$ cat config.mk
export PLATFORM = sky130hd
export DESIGN_NAME = syncro_filt
export DESIGN_NICKNAME = d
export VERILOG_FILES = /design/src/rtl/syncro_filt.sv
export SDC_FILE = /design/constraint.sdc
export NUM_CORES = 1
export LEC_CHECK = 0
export CORE_ASPECT_RATIO = 0.75
export CORE_UTILIZATION = 34
export CTS_BUF_LIST = sky130_fd_sc_hd__clkbuf_2
export DETAILED_ROUTE_END_ITERATION = 7
export HOLD_SLACK_MARGIN = 0.08
export PLACE_DENSITY = 0.78
export SYNTH_ARGS = -nofsm -noshare
export SYNTH_HDL_FRONTEND = slang
export SYNTH_SLANG_ARGS = --single-unit
$ cat constraint.sdc
create_clock -name clk_i -period 0.8 [get_ports clk_i]
set_clock_uncertainty 0.05 [all_clocks]
set_input_delay 0.16 -clock clk_i [delete_from_list [all_inputs] [get_ports clk_i]]
set_output_delay 0.16 -clock clk_i [all_outputs]
set_load 0.1 [all_outputs]
$ cat src/rtl/syncro_filt.sv
// Multi-bit input conditioner: per-bit N-stage synchroniser, optional stable-count glitch filter
// and optional rise/fall pulses (edge logic present only when LOGIP_SYNCRO_EDGE_EN is defined).
module syncro_filt #(
    parameter int unsigned      WIDTH       = 32,
    parameter int unsigned      STAGES      = 2,
    parameter int unsigned      FILT_CYCLES = 0,
    parameter logic [WIDTH-1:0] INIT_VAL    = '0
) (
    input  logic             clk_i,
    input  logic             rst_in,
    input  logic [WIDTH-1:0] async_i,
    output logic [WIDTH-1:0] sync_o,
    output logic [WIDTH-1:0] rise_o,
    output logic [WIDTH-1:0] fall_o
);

    if (STAGES < 2) begin : g_stages_chk
        $error("syncro_filt: STAGES must be >= 2");
    end

    logic [STAGES-1:0][WIDTH-1:0] sync_q;
    logic [STAGES-1:0][WIDTH-1:0] sync_d;
    logic [WIDTH-1:0]             synced;

    // Plain FF chain: only stage 0 ever sees async_i, nothing sits between stages.
    always_comb begin
        sync_d[0] = async_i;
        for (int k = 1; k < STAGES; k++) begin
            sync_d[k] = sync_q[k-1];
        end
    end

    // NOTE: sequential state uses non-blocking assignments so every flop samples pre-edge values.
    always_ff @(posedge clk_i or negedge rst_in) begin
        if (!rst_in) begin
            sync_q <= {STAGES{INIT_VAL}};
        end else begin
            sync_q <= sync_d;
        end
    end

    assign synced = sync_q[STAGES-1];

    if (FILT_CYCLES == 0) begin : g_no_filt
        assign sync_o = synced;
    end else begin : g_filt
        localparam int unsigned     CW       = $clog2(FILT_CYCLES + 1);
        localparam logic [CW-1:0]   CNT_LAST = CW'(FILT_CYCLES - 1);

        logic [WIDTH-1:0][CW-1:0] cnt_q;
        logic [WIDTH-1:0][CW-1:0] cnt_d;
        logic [WIDTH-1:0]         filt_q;
        logic [WIDTH-1:0]         filt_d;

        // NOTE: defaults first so every path assigns every bit and no latch is inferred.
        always_comb begin
            cnt_d  = cnt_q;
            filt_d = filt_q;
            for (int b = 0; b < WIDTH; b++) begin
                if (synced[b] == filt_q[b]) begin
                    cnt_d[b] = '0;
                end else if (cnt_q[b] == CNT_LAST) begin
                    filt_d[b] = synced[b];
                    cnt_d[b]  = '0;
                end else begin
                    cnt_d[b] = cnt_q[b] + CW'(1);
                end
            end
        end

        // NOTE: the counter array is control state, so it is reset like any other flop.
        always_ff @(posedge clk_i or negedge rst_in) begin
            if (!rst_in) begin
                cnt_q  <= '0;
                filt_q <= INIT_VAL;
            end else begin
                cnt_q  <= cnt_d;
                filt_q <= filt_d;
            end
        end

        assign sync_o = filt_q;
    end

`ifdef LOGIP_SYNCRO_EDGE_EN
    logic [WIDTH-1:0] prev_q;
    logic [WIDTH-1:0] prev_d;

    always_comb begin
        prev_d = sync_o;
    end

    // History resets to INIT_VAL so reset release never looks like an edge.
    always_ff @(posedge clk_i or negedge rst_in) begin
        if (!rst_in) begin
            prev_q <= INIT_VAL;
        end else begin
            prev_q <= prev_d;
        end
    end

    assign rise_o = sync_o & ~prev_q;
    assign fall_o = ~sync_o & prev_q;
`else
    assign rise_o = '0;
    assign fall_o = '0;
`endif

endmodule

==> report_table.html, run 1 <==
<table>
<tr><th>Metric</th><th>Value</th></tr>
<tr><th colspan="2">Critical path</th></tr>
<tr><td>Category of cells accounting for the largest share of critical-path delay</td><td>flip-flops</td></tr>
<tr><td>Critical-path cell list</td><td>buf_12</td></tr>
<tr><td>Buffers plus inverters on the worst setup path</td><td>1</td></tr>
<tr><td>WP data required</td><td>0.59 ns</td></tr>
<tr><td>Data arrival, critical path</td><td>1.16 ns</td></tr>
<tr><td>Largest fanout on the critical path</td><td>1</td></tr>
<tr><td>FF-to-FF setup slack</td><td>0.24 ns</td></tr>
<tr><td>Crit path kind</td><td>flop to output pin</td></tr>
<tr><td>Delay of the slowest cell on the worst path</td><td>0.52 ns</td></tr>
<tr><td>Slowest cell on the critical path</td><td>sky130_fd_sc_hd__dfrtp_4</td></tr>
<tr><td>CP startpoint kind</td><td>flop</td></tr>
<tr><td>CP Capture Type</td><td>output pin</td></tr>
<tr><th colspan="2">Synth</th></tr>
<tr><td>Sequential share of the synthesized area</td><td>0.768</td></tr>
<tr><td>Cell types with the highest counts after synthesis</td><td>sky130_fd_sc_hd__buf_4 (64), sky130_fd_sc_hd__dfrtp_1 (64), sky130_fd_sc_hd__conb_1 (1)</td></tr>
<tr><td>Leading post-synthesis cells by cell area</td><td>sky130_fd_sc_hd__dfrtp_1 (77%), sky130_fd_sc_hd__buf_4 (23%), sky130_fd_sc_hd__conb_1 (0.18%)</td></tr>
<tr><td>Share of the synthesized area in the top cell type</td><td>0.768</td></tr>
<tr><td>Library cell occupying the most area in the post-synthesis netlist</td><td>sky130_fd_sc_hd__dfrtp_1</td></tr>
<tr><td>Number of enable flip-flop cells after synthesis</td><td>0</td></tr>
<tr><td>Synthesis Warnings</td><td>0</td></tr>
<tr><td>Proportion of synthesized flip-flops having asynchronous set or reset</td><td>1.00</td></tr>
<tr><td>Distinct cells, synth</td><td>3</td></tr>
<tr><td>Flop and latch count out of synthesis</td><td>64</td></tr>
<tr><td>Most instantiated flip-flop cell in the synthesis netlist</td><td>sky130_fd_sc_hd__dfrtp_1</td></tr>
<tr><td>Mean cell area of the mapped netlist</td><td>16.2 um^2</td></tr>
<tr><td>Cell Area, Synth</td><td>2090 um^2</td></tr>
<tr><td>Gate Count Post-Synth</td><td>129</td></tr>
<tr><th colspan="2">Cells and area</th></tr>
<tr><td>Inserted Diodes</td><td>0</td></tr>
<tr><td>Post-layout instance count excluding filler cells</td><td>320</td></tr>
<tr><td>Area overhead of the layout relative to synthesis</td><td>67.0%</td></tr>
<tr><td>Fraction of layout cells with a size suffix above 1</td><td>0.331</td></tr>
<tr><td>Utilization after layout</td><td>0.595</td></tr>
<tr><td>Area taken by multi-input logic gates</td><td>240 um^2</td></tr>
<tr><td>Final-layout fill cell count</td><td>451</td></tr>
<tr><td>Number of nets at the end of the flow</td><td>271</td></tr>
<tr><td>Storage cell area</td><td>1720 um^2</td></tr>
<tr><th colspan="2">STA</th></tr>
<tr><td>Final worst-path setup slack</td><td>-0.570 ns</td></tr>
<tr><td>Minimum clock period after layout</td><td>1.37 ns</td></tr>
<tr><td>Peak clock frequency supported by timing</td><td>730 MHz</td></tr>
<tr><td>Endpoints failing setup</td><td>55</td></tr>
<tr><td>Pins over their slew limit</td><td>0</td></tr>
<tr><td>Final worst-path cycle share</td><td>1.71</td></tr>
<tr><td>Final-report hold violation count</td><td>0</td></tr>
<tr><td>RSZ-0062 raised after global routing</td><td>true</td></tr>
<tr><th colspan="2">Clocking</th></tr>
<tr><td>Resize count post-CTS</td><td>0</td></tr>
<tr><td>Skew-Pair Late Insertion Delay</td><td>0.45 ns</td></tr>
<tr><td>Number of levels the H-tree was split into</td><td>3</td></tr>
<tr><td>Longest Clk Path Bufs</td><td>2</td></tr>
<tr><td>Clock tree from TritonCTS</td><td>yes</td></tr>
<tr><td>Post-CTS Setup Repair Bufs</td><td>0</td></tr>
<tr><td>Number of clock buffers inserted by TritonCTS</td><td>9</td></tr>
<tr><td>Clock tree root driver cell</td><td>sky130_fd_sc_hd__clkbuf_2</td></tr>
<tr><td>Register clock-pin slew on the reported worst setup and hold paths</td><td>0.17 ns</td></tr>
<tr><td>Total clock sinks</td><td>64</td></tr>
<tr><th colspan="2">Outcome</th></tr>
<tr><td>Violated checks</td><td>negative setup slack</td></tr>
<tr><td>Status</td><td>finished, violations left</td></tr>
<tr><th colspan="2">Floorplan</th></tr>
<tr><td>I/O Pins</td><td>130</td></tr>
<tr><td>Initial core utilization</td><td>0.356</td></tr>
<tr><td>Std cell rows</td><td>24</td></tr>
<tr><td>Die Height</td><td>69.8 um</td></tr>
<tr><td>Core Area</td><td>5860 um^2</td></tr>
<tr><td>Die area</td><td>6460 um^2</td></tr>
<tr><td>Die Wd</td><td>92.4 um</td></tr>
<tr><th colspan="2">Power</th></tr>
<tr><td>Peak supply drop</td><td>1180 uV</td></tr>
<tr><td>P per Cell Area</td><td>2280 nW/um^2</td></tr>
<tr><td>Leakage power figure</td><td>1.57 nW</td></tr>
<tr><th colspan="2">Routing</th></tr>
<tr><td>Routed vias/inst</td><td>3.42</td></tr>
<tr><td>Number of DRC markers after the initial detailed-route iteration</td><td>10</td></tr>
<tr><td>Post-detailed-route count of antenna-violating nets</td><td>0</td></tr>
<tr><td>Number of iterations in the first detailed-routing pass</td><td>4</td></tr>
<tr><td>Residual DRC</td><td>0</td></tr>
<tr><td>Routed len/inst</td><td>10.8 um</td></tr>
<tr><td>Total number of vias</td><td>1095</td></tr>
<tr><td>Post-Route WL</td><td>3450 um</td></tr>
<tr><th colspan="2">Global routing</th></tr>
<tr><td>Pin count of the biggest net entering global routing</td><td>35</td></tr>
<tr><td>Wire length of the first global-routing pass</td><td>5330 um</td></tr>
<tr><td>Overall Global Routing Usage</td><td>0.119</td></tr>
<tr><td>Via count of the first global-routing pass</td><td>1124</td></tr>
<tr><td>Global-route congestion overflow total</td><td>0</td></tr>
<tr><td>Number of antenna violations at the first check in global routing</td><td>0</td></tr>
<tr><th colspan="2">Place</th></tr>
<tr><td>Estimated wirelength of the detail-placed design</td><td>2440 um</td></tr>
<tr><td>Total placed cells including tap cells</td><td>273</td></tr>
<tr><td>Global placement routability congestion</td><td>0.642</td></tr>
<tr><td>Count of input and output buffers</td><td>65</td></tr>
<tr><th colspan="2">Worst hold path</th></tr>
<tr><td>Hold/Removal Path Class</td><td>input port to async pin</td></tr>
<tr><th colspan="2">Job</th></tr>
<tr><td>Total of max-cap violations</td><td>0</td></tr>
</table>
## state kept, by name, summed over array words and instances (netlist names)
| name | flops |
|---|---|
| sync_o | 32 |
| sync_d | 32 |
## worst min-delay path, stage by stage
cell and delay, ns:
sky130_fd_sc_hd__dlygate4sd3_1 0.53, sky130_fd_sc_hd__buf_2 0.16, sky130_fd_sc_hd__buf_12 0.20
## metrics by stage
step                hold WS [ns]  total power [mW]  setup TNS, ns  worst slack [ns]  instance area, um^2
floorplan                 -0.186              5.72        -0.0712          -0.00223                 2440
global placement           0.113              6.12          -1.23           -0.0415                 3070
detailed placement         0.119              6.14          -1.33           -0.0539                 3070
CTS                       0.0832              8.06         -19.44            -0.634                 3500
global route               0.123              8.24         -19.82            -0.647                 3480
finish                     0.154              7.94         -17.90            -0.570                 3480
## logic make-up after synthesis
family                 synth area share
buffers and inverters             0.230
other                           0.00180
flip-flops                        0.768
## cell type report
type | count | share of cell area
flip-flops and latches | 64 | 0.494
repair buffers | 98 | 0.378
multi-input cells | 64 | 0.0690
well taps | 78 | 0.0280
clock inverters | 7 | 0.0180
clock buffers | 9 | 0.0129
## timing repair
item,CTS,global route
setup endpoints to repair,32,34
pin swaps,0,0
endpoints found under the hold margin,96,0
hold buffers,33,0
## layer usage
metal | vias up | track usage | wire (um)
li1 | 479 | - | -
met1 | 544 | 0.106 | 1020
met2 | 62 | 0.206 | 1970
met3 | 10 | 0.0811 | 394
met4 | 0 | 0.0521 | 65
met5 | - | 0 | 0
## power breakdown
group          total (mW)  switching, mW  leakage, nW  internal [mW]
registers            3.54         0.0916        0.717           3.45
clock network        1.76           1.06       0.0644          0.691
logic                2.64           2.07        0.786          0.572
## cells in the final DEF (no fill, tap or decap), types with 3 or more instances in the layout
cell                              count
sky130_fd_sc_hd__buf_12              34
sky130_fd_sc_hd__clkbuf_2             9
sky130_fd_sc_hd__clkdlybuf4s50_1     30
sky130_fd_sc_hd__clkinv_1             3
sky130_fd_sc_hd__conb_1              64
sky130_fd_sc_hd__dfrtp_1             32
sky130_fd_sc_hd__dfrtp_4             32
sky130_fd_sc_hd__dlygate4sd3_1       33
## path summary, 6_finish.rpt
kind / from / cells after the start / endpoint
worst min-delay path: rst_in / 3 / sync_d[51]$_DFF_PN0_
worst max register to register: sync_d[48]$_DFF_PN0_ / 0 / sync_o[16]$_DFF_PN0_
worst max-delay path: sync_o[19]$_DFF_PN0_ / 1 / sync_o[19]
max in group asynchronous: rst_in / 3 / sync_o[7]$_DFF_PN0_
worst min register to register: sync_d[63]$_DFF_PN0_ / 0 / sync_o[31]$_DFF_PN0_
min in group clk_i: async_i[9] / 1 / sync_d[41]$_DFF_PN0_
Power figures use the tool's default switching activity.
==> run 2, diff against run 1 <==
--- a/config.mk
+++ b/config.mk
@@ -6,11 +6,12 @@
 export NUM_CORES = 1
 export LEC_CHECK = 0
 export CORE_ASPECT_RATIO = 0.75
+export CORE_MARGIN = 2
 export CORE_UTILIZATION = 34
 export CTS_BUF_LIST = sky130_fd_sc_hd__clkbuf_2
 export DETAILED_ROUTE_END_ITERATION = 7
 export HOLD_SLACK_MARGIN = 0.08
-export PLACE_DENSITY = 0.78
+export PLACE_DENSITY = 0.8
 export SYNTH_ARGS = -nofsm -noshare
 export SYNTH_HDL_FRONTEND = slang
 export SYNTH_SLANG_ARGS = --single-unit
==> report_table.html, run 2 (same netlist as run 1, synthesis figures left out) <==
<table>
<tr><th>Metric</th><th>Value</th></tr>
<tr><th colspan="2">Clocking</th></tr>
<tr><td>Number of clock buffers inserted by TritonCTS</td><td>9 (unchanged)</td></tr>
<tr><td>Longest Clk Path Bufs</td><td>2 (unchanged)</td></tr>
<tr><td>Resize count post-CTS</td><td>0 (unchanged)</td></tr>
<tr><td>Clock tree root driver cell</td><td>sky130_fd_sc_hd__clkbuf_2</td></tr>
<tr><td>Total clock sinks</td><td>64 (unchanged)</td></tr>
<tr><td>Clock tree from TritonCTS</td><td>yes</td></tr>
<tr><td>Skew-Pair Late Insertion Delay</td><td>0.47 ns (+0.02 ns)</td></tr>
<tr><td>Hold-fix buffers at CTS</td><td>34 (+3.0%)</td></tr>
<tr><td>Register clock-pin slew on the reported worst setup and hold paths</td><td>0.20 ns (+0.03 ns)</td></tr>
<tr><td>Number of levels the H-tree was split into</td><td>3 (unchanged)</td></tr>
<tr><th colspan="2">Place</th></tr>
<tr><td>Total placed cells including tap cells</td><td>273 (unchanged)</td></tr>
<tr><td>Count of input and output buffers</td><td>65 (unchanged)</td></tr>
<tr><td>Global placement routability congestion</td><td>0.683 (+6.3%)</td></tr>
<tr><td>Estimated wirelength of the detail-placed design</td><td>2550 um (+4.4%)</td></tr>
<tr><th colspan="2">Global routing</th></tr>
<tr><td>Via count of the first global-routing pass</td><td>1140 (+1.4%)</td></tr>
<tr><td>Global-route congestion overflow total</td><td>0 (unchanged)</td></tr>
<tr><td>Number of antenna violations at the first check in global routing</td><td>0 (unchanged)</td></tr>
<tr><td>Wire length of the first global-routing pass</td><td>5970 um (+12%)</td></tr>
<tr><td>Overall Global Routing Usage</td><td>0.129 (+0.00975)</td></tr>
<tr><td>Pin count of the biggest net entering global routing</td><td>36 (+2.9%)</td></tr>
<tr><th colspan="2">Critical path</th></tr>
<tr><td>Critical-path cell list</td><td>buf_12</td></tr>
<tr><td>CP startpoint kind</td><td>flop</td></tr>
<tr><td>Crit path kind</td><td>flop to output pin</td></tr>
<tr><td>Largest fanout on the critical path</td><td>1 (unchanged)</td></tr>
<tr><td>WP data required</td><td>0.59 ns (about the same)</td></tr>
<tr><td>Data arrival, critical path</td><td>1.17 ns (about the same)</td></tr>
<tr><td>Category of cells accounting for the largest share of critical-path delay</td><td>flip-flops</td></tr>
<tr><td>Delay of the slowest cell on the worst path</td><td>0.53 ns (about the same)</td></tr>
<tr><td>CP Capture Type</td><td>output pin</td></tr>
<tr><td>Slowest cell on the critical path</td><td>sky130_fd_sc_hd__dfrtp_4</td></tr>
<tr><td>Buffers plus inverters on the worst setup path</td><td>1 (unchanged)</td></tr>
<tr><th colspan="2">Routing</th></tr>
<tr><td>Total number of vias</td><td>1093 (-0.18%)</td></tr>
<tr><td>Number of DRC markers after the initial detailed-route iteration</td><td>18 (+8)</td></tr>
<tr><td>Routed met1 length</td><td>1160 um (+13%)</td></tr>
<tr><td>Residual DRC</td><td>0 (unchanged)</td></tr>
<tr><td>Post-Route WL</td><td>3870 um (+12%)</td></tr>
<tr><td>Routed len/inst</td><td>12.0 um (+11%)</td></tr>
<tr><td>Routed length on met3</td><td>466 um (+18%)</td></tr>
<tr><td>Top layer used by detailed routing</td><td>met4</td></tr>
<tr><td>Post-detailed-route count of antenna-violating nets</td><td>0 (unchanged)</td></tr>
<tr><td>Routed vias/inst</td><td>3.38 (-1.1%)</td></tr>
<tr><td>Met2 wirelength from detailed routing</td><td>2180 um (+11%)</td></tr>
<tr><td>Number of iterations in the first detailed-routing pass</td><td>4 (unchanged)</td></tr>
<tr><th colspan="2">Floorplan</th></tr>
<tr><td>Die area</td><td>6780 um^2 (+5.1%)</td></tr>
<tr><td>Std cell rows</td><td>24 (unchanged)</td></tr>
<tr><td>Initial core utilization</td><td>0.356 (unchanged)</td></tr>
<tr><td>I/O Pins</td><td>130 (unchanged)</td></tr>
<tr><td>Core Area</td><td>5860 um^2 (unchanged)</td></tr>
<tr><td>Die Wd</td><td>94.4 um (+2.2%)</td></tr>
<tr><td>Die Height</td><td>71.8 um (+2.9%)</td></tr>
<tr><th colspan="2">Power</th></tr>
<tr><td>Peak supply drop</td><td>1220 uV (+3.0%)</td></tr>
<tr><td>P per Cell Area</td><td>2230 nW/um^2 (-2.1%)</td></tr>
<tr><td>Leakage power figure</td><td>1.58 nW (+0.88%)</td></tr>
<tr><th colspan="2">STA</th></tr>
<tr><td>Final-report hold violation count</td><td>0 (unchanged)</td></tr>
<tr><td>Peak clock frequency supported by timing</td><td>723 MHz (-1.0%)</td></tr>
<tr><td>Final setup TNS</td><td>-18.34 ns (-0.444 ns)</td></tr>
<tr><td>Pins over their slew limit</td><td>0 (unchanged)</td></tr>
<tr><td>Final worst-path setup slack</td><td>-0.584 ns (-0.0144 ns)</td></tr>
<tr><td>RSZ-0062 raised after global routing</td><td>true</td></tr>
<tr><td>Minimum clock period after layout</td><td>1.38 ns (+0.0144 ns)</td></tr>
<tr><td>Final worst-path cycle share</td><td>1.73 (+0.0180)</td></tr>
<tr><td>Endpoints failing setup</td><td>51 (-7.3%)</td></tr>
<tr><th colspan="2">Cells and area</th></tr>
<tr><td>Utilization after layout</td><td>0.598 (+0.00299)</td></tr>
<tr><td>Most frequent standard cell in the layout excluding fill and tap cells</td><td>sky130_fd_sc_hd__conb_1</td></tr>
<tr><td>Fraction of layout cells with a size suffix above 1</td><td>0.339 (+0.00820)</td></tr>
<tr><td>Storage cell area</td><td>1720 um^2 (unchanged)</td></tr>
<tr><td>Area taken by multi-input logic gates</td><td>240 um^2 (unchanged)</td></tr>
<tr><td>Top library cells by usage in the layout, fill and taps aside</td><td>sky130_fd_sc_hd__conb_1 (64), sky130_fd_sc_hd__dlygate4sd3_1 (34), sky130_fd_sc_hd__buf_12 (34)</td></tr>
<tr><td>Post-layout instance count excluding filler cells</td><td>323 (+0.94%)</td></tr>
<tr><td>Final-layout fill cell count</td><td>439 (-2.7%)</td></tr>
<tr><td>Area overhead of the layout relative to synthesis</td><td>67.8%</td></tr>
<tr><td>Inserted Diodes</td><td>0 (unchanged)</td></tr>
<tr><td>Number of nets at the end of the flow</td><td>274 (+1.1%)</td></tr>
<tr><th colspan="2">Outcome</th></tr>
<tr><td>Status</td><td>finished, violations left</td></tr>
<tr><td>Violated checks</td><td>negative setup slack</td></tr>
<tr><th colspan="2">Worst hold path</th></tr>
<tr><td>Hold/Removal Path Class</td><td>input port to async pin</td></tr>
<tr><th colspan="2">Job</th></tr>
<tr><td>Total of max-cap violations</td><td>0 (unchanged)</td></tr>
</table>
[run 2: cell count changes in the layout (fill, tap and decap cells not counted), sizes merged]
cell           change
bufinv             -1
clkbuf             +1
clkdlybuf4s50      +2
clkinvlp           -1
dlygate4sd3        +1
inv                +1
[run 2: area by class of cell]
type	count	share of cell area
Multi-Input combinational cell	64	0.0686
Tap cell	78	0.0279
Timing Repair Buffer	101	0.385
Clock buffer	10	0.0143
Clock inverter	6	0.0129
Sequential cell	64	0.492
[run 2: path summary, 6_finish.rpt]
check                                       endpoint  slack, ns                 start  cells past startpoint
worst max-delay path                      sync_o[26]      -0.58  sync_o[26]$_DFF_PN0_                      1
worst min-delay path            sync_o[26]$_DFF_PN0_       0.16                rst_in                      3
worst max register to register   sync_o[2]$_DFF_PN0_       0.22  sync_d[34]$_DFF_PN0_                      0
worst min register to register  sync_o[21]$_DFF_PN0_       0.31  sync_d[53]$_DFF_PN0_                      0
max in group asynchronous       sync_d[50]$_DFF_PN0_       0.02                rst_in                      3
min in group clk_i              sync_o[21]$_DFF_PN0_       0.31  sync_d[53]$_DFF_PN0_                      0
[run 2: through the flow]
| stage | hold slack (ns) | setup WS (ns) | area (um^2) | power [mW] |
|---|---|---|---|---|
| after detailed placement | -0.0671 | -0.0478 | 3070 | 6.14 |
| final | 0.156 | -0.584 | 3500 | 7.82 |
| after global placement | -0.0712 | -0.0405 | 3070 | 6.12 |
| after global routing | 0.0711 | -0.717 | 3500 | 8.18 |
| after CTS | 0.0752 | -0.650 | 3500 | 7.91 |
| after floorplan | -0.186 | -0.00223 | 2440 | 5.72 |
[run 2: layer usage]
| metal | GRT usage | up-vias |
|---|---|---|
| met1 | 0.124 | 539 |
| met3 | 0.0957 | 6 |
| met2 | 0.201 | 63 |
| met4 | 0.0709 | 0 |
| li1 | - | 485 |
| met5 | 0 | - |
[run 2: report_power, final]
part / leakage [nW] / switching (mW) / total (mW) / internal, mW
clock: 0.0662 / 1.17 / 1.61 / 0.440
sequential: 0.717 / 0.0917 / 3.54 / 3.45
combinational: 0.798 / 2.08 / 2.67 / 0.584
[run 2: repair_timing]
item	CTS	global route
endpoints found under the hold margin	96	8
setup buffers	0	0
endpoints found under the setup margin	32	32
